**src/rtl/scan_decoder.sv**
```systemverilog
// Registered one-hot decoder with direct and scanning modes.
// Drives multiplexed displays and round-robin chip selects.
module scan_decoder #(
  parameter int AW      = 4,
  parameter int DWELL_W = 8
) (
  input  logic                clk,
  input  logic                rst_n,
  input  logic                E,
  input  logic                mode,
  input  logic                load,
  input  logic [AW-1:0]       a,
  input  logic [DWELL_W-1:0]  dwell,
  output logic [2**AW-1:0]    D,
  output logic [AW-1:0]       idx,
  output logic                wrap
);

  localparam int NOUT = 2**AW;

  typedef enum logic [1:0] {
    IDLE,
    DIRECT,
    SCAN
  } state_t;

  state_t             state;
  logic [DWELL_W-1:0] cnt;
  logic [AW-1:0]      nxt;

  function automatic logic [NOUT-1:0] hot(
    input logic [AW-1:0] i
  );
    logic [NOUT-1:0] v;
    v    = '0;
    v[i] = 1'b1;
    return v;
  endfunction

  assign nxt = idx + AW'(1);

  always_ff @(posedge clk or negedge rst_n) begin
    if (!rst_n) begin
      state <= IDLE;
      D     <= '0;
      idx   <= '0;
      cnt   <= '0;
      wrap  <= 1'b0;
    end else begin
      wrap <= 1'b0;
      unique case (1'b1)
        !E: begin
          state <= IDLE;
          D     <= '0;
          cnt   <= '0;
          if (load) idx <= a;
        end
        E && !mode: begin
          state <= DIRECT;
          cnt   <= '0;
          if (load) begin
            idx <= a;
            D   <= hot(a);
          end else begin
            D <= hot(idx);
          end
        end
        E && mode: begin
          state <= SCAN;
          if (load) begin
            idx <= a;
            cnt <= '0;
            D   <= hot(a);
          end else if (state != SCAN) begin
            // entering scan: current line starts a fresh dwell
            cnt <= '0;
            D   <= hot(idx);
          end else if (cnt == dwell) begin
            cnt  <= '0;
            idx  <= nxt;
            D    <= hot(nxt);
            wrap <= &idx;
          end else begin
            cnt <= cnt + DWELL_W'(1);
            D   <= hot(idx);
          end
        end
        default: begin
          state <= IDLE;
          D     <= '0;
          cnt   <= '0;
        end
      endcase
    end
  end

endmodule
```
**config.mk**
```make
export PLATFORM = sky130hd
export DESIGN_NAME = scan_decoder
export DESIGN_NICKNAME = d
export VERILOG_FILES = /design/src/rtl/scan_decoder.sv
export SDC_FILE = /design/constraint.sdc
export NUM_CORES = 1
export LEC_CHECK = 0
export CORE_ASPECT_RATIO = 1.4
export CORE_MARGIN = 2
export CORE_UTILIZATION = 40
export CTS_CLUSTER_DIAMETER = 200
export DETAILED_ROUTE_END_ITERATION = 8
export PLACE_DENSITY = 0.68
export SLEW_MARGIN = 20
export SYNTH_ARGS = -nofsm -noshare
export SYNTH_HDL_FRONTEND = slang
export SYNTH_SLANG_ARGS = --single-unit
```
**constraint.sdc**
```tcl
create_clock -name clk -period 5.3 [get_ports clk]
set_input_delay 0.795 -clock clk [delete_from_list [all_inputs] [get_ports clk]]
set_output_delay 0.795 -clock clk [all_outputs]
set_load 0.03 [all_outputs]
```
==> results_dict.tcl <==
set metrics [dict create \
    cts_root_buf "clkbuf_8" \
    die_y_um 90.1 \
    avgRoutedWirePerCell_um 15.8 \
    drt_first_pass_iters 4 \
    clock_sinks 31 \
    netlist_area_um2 2120 \
    worst-setup-path-type "input pin to flip-flop" \
    rr_startpoint "cnt[0]$_DFF_PN0_" \
    ir_worst_vdd_mv 0.0998 \
    whs_ns 0.568 \
    grt_pass1_wl_um 9030 \
    yosysMostFrequentCell "nand2_1" \
    cp_cell_sequence "clkdlybuf4s50_1 > xnor2_2 > nand4_2 > nor3_2 > a21oi_1 > o311a_1" \
    min_period_over_period_pct 53.0 \
    switching_share_pct 32.2 \
    crit_family "simple AND/OR/NAND/NOR gates" \
    crit_fanout 19 \
    outcome "complete, no violations" \
    clk_latency_ns 0.29 \
    gp_congestion 0.888 \
    initial_core_util_pct 41.0 \
    yosysWarnings 0 \
    antenna_found_initial 0 \
    cts_tree "yes" \
    die_x_um 65.5 \
    r2r_end "D[12]$_DFF_PN0_" \
    slowest_stage "nor3_2" \
    end_kind "flip-flop" \
    syn_area_per_cell_um2 8.37 \
    cap_violations 0 \
    finalMaxSlewViolations 0 \
    tightest_slew_ns 1.02 \
    hold_start "cnt[0]$_DFF_PN0_" \
    post-route-util_pct 50.3 \
    crit_required_ns 5.47 \
    post_cts_resize_count 0 \
    worst-path-buf-inv 1 \
    drt_wl_total_um 5510 \
    antenna_left 0 \
    vias 1974 \
    synth_cells 253 \
    synthArstFlopShare_pct 100 \
    ys_types 44 \
    route.detailed.drc 0 \
    r2r_cells 5 \
    grt_pass1_vias 1840 \
    drt_iter0_markers 102 \
    synth_fa_ha_area_share_pct 2.96 \
    yosysSeqAreaShare_pct 36.6 \
    leakage_nw 1.04 \
    seqPwrFrac_pct 43.5 \
    clkTransAtPathRegs_ns 0.06 \
    synth_top_cell_area_share_pct 36.6 \
    setup_tns_ns 0 \
    coreArea_um2 5160 \
    synth_top_family_by_area "simple AND/OR/NAND/NOR gates" \
    fin_skew_ns 0.00773 \
    synth_top_flop_cell "dfrtp_1" \
    combPwrFrac_pct 23.9 \
    grt_use_total_pct 19.7 \
    cp_data_arrival_time_ns 2.98 \
    n_antenna_cell 0 \
    synth_xor_area_share_pct 8.92 \
    muxShareOfSynthArea_pct 1.00 \
    cts_buffers 5 \
    hold_buffers 0 \
    die-area_um2 5900 \
    h-tree-depth 2 \
    hold_path_class "flip-flop to flip-flop" \
    synth_area_leader_cell "dfrtp_1" \
    critPathMaxStageDelay_ns 0.85 \
    switchingPower_mw 0.191 \
    cts_buffer_depth 2 \
    drive_above_1_share_pct 6.74 \
    fmax_mhz 356 \
    setup_viol 0 \
    netlist_top_cells_area "dfrtp_1 (37%), nand2_1 (6.0%), nand3_1 (4.5%), o21ai_0 (4.5%), a21oi_1 (3.8%)" \
    grt_overflow 0 \
    p_int_mw 0.403 \
    worstHoldPathCells 1 \
    start_kind "input pin" \
    postCtsSetupBuffers 0 \
    hold_viol_final 0 \
    io_pins 38 \
    ys_top_cells_by_count "nand2_1 (34), dfrtp_1 (31), nand3_1 (19), o21ai_0 (19), a21oi_1 (16)" \
    r2r_setup_slack_ns 2.96 \
    rsz0062_at_grt "no" \
    p_clk_share_pct 32.5 \
    area_growth_pct 22.5 \
    synth_compound_area_share_pct 17.1 \
    syn_nets 275 \
    power_density_nw_per_um2 229 \
    hold_path_end "cnt[0]$_DFF_PN0_" \
    synth-simple-area-share_pct 28.5 \
    grt_max_degree 37 \
    fin_crit_ns 2.81 \
    hpwl_um 3860 \
    max_slew_margin_pct 31.7 \
    via_per_inst 5.67 \
    num_rows 31 \
    synth_edf_count 0 \
    finalNetCount 304 \
    numPortBuffers 37 \
    yosys_register_bits 31 \
]
## routing by layer
metal,vias to the layer above,GRT usage (%),part of all wire (%)
met5,-,0,0
met3,14,4.01,6.5
met4,0,10.2,2.4
li1,961,-,-
met2,86,30.1,50
met1,913,26.0,41
## power groups by stage
| stage | combinational, mW | clock (mW) | sequential, mW |
|---|---|---|---|
| 2_1_floorplan | 0.0736 | 0 | 0.273 |
| 3_3_place_gp | 0.139 | 0 | 0.263 |
| 3_5_place_dp | 0.141 | 0 | 0.263 |
| 4_1_cts | 0.141 | 0.197 | 0.258 |
| 5_1_grt | 0.154 | 0.209 | 0.260 |
| 6_report | 0.142 | 0.193 | 0.259 |
## logic make-up (layout without fill, tap and decap cells)
| logic type | after synthesis | after routing |
|---|---|---|
| adders and majority gates | 5 | 5 |
| xor gates and xnor gates | 19 | 19 |
| AOI/OAI and AO/OA | 60 | 60 |
| and+or+nand+nor | 113 | 113 |
| muxes | 2 | 2 |
| DFF | 31 | 31 |
| buffers and inverters | 23 | 52 |
## placed cells by master (no fill, tap or decap), types with 9 or more instances in the layout
master / count
a21oi_1: 16
nand4_1: 9
dfrtp_1: 31
clkdlybuf4s50_1: 37
nor2_1: 14
o21ai_0: 19
xnor2_1: 9
nand3_1: 19
nand2_1: 34
a31oi_1: 9
## area by class of cell
type / instances / area, um2
Clock buffer: 6 / 82.6
Clock inverter: 1 / 5.00
Fill cell: 505 / 2570
Inverter: 6 / 22.5
Multi-Input combinational cell: 199 / 1240
Sequential cell: 31 / 776
Tap cell: 66 / 82.6
Timing Repair Buffer: 39 / 385
## through the flow
stage | power (mW) | instances | setup WS, ns | instance area [um2]
2_1_floorplan | 0.347 | 253 | 3.16 | 2120
3_3_place_gp | 0.402 | 341 | 2.27 | 2500
3_5_place_dp | 0.403 | 341 | 2.21 | 2500
4_1_cts | 0.597 | 348 | 2.52 | 2590
5_1_grt | 0.624 | 348 | 2.32 | 2590
6_report | 0.594 | 348 | 2.49 | 2590
## flip-flops by register name (all words and copies together), names as in the netlist
register and count:
cnt 8, D 16, wrap 1, state 2, idx 4
## worst max-delay path by stage
stage | from | end | slack (ns) | cells after the start
after floorplan | dwell[6] | D[14]$_DFF_PN0_ | 3.16 | 6
after global placement | dwell[6] | D[12]$_DFF_PN0_ | 2.27 | 6
after detailed placement | dwell[6] | D[12]$_DFF_PN0_ | 2.21 | 6
after CTS | dwell[6] | D[12]$_DFF_PN0_ | 2.52 | 6
after global routing | dwell[4] | D[12]$_DFF_PN0_ | 2.32 | 6
final | dwell[2] | D[12]$_DFF_PN0_ | 2.49 | 6
Note: power is estimated with default switching activity, not from simulation.
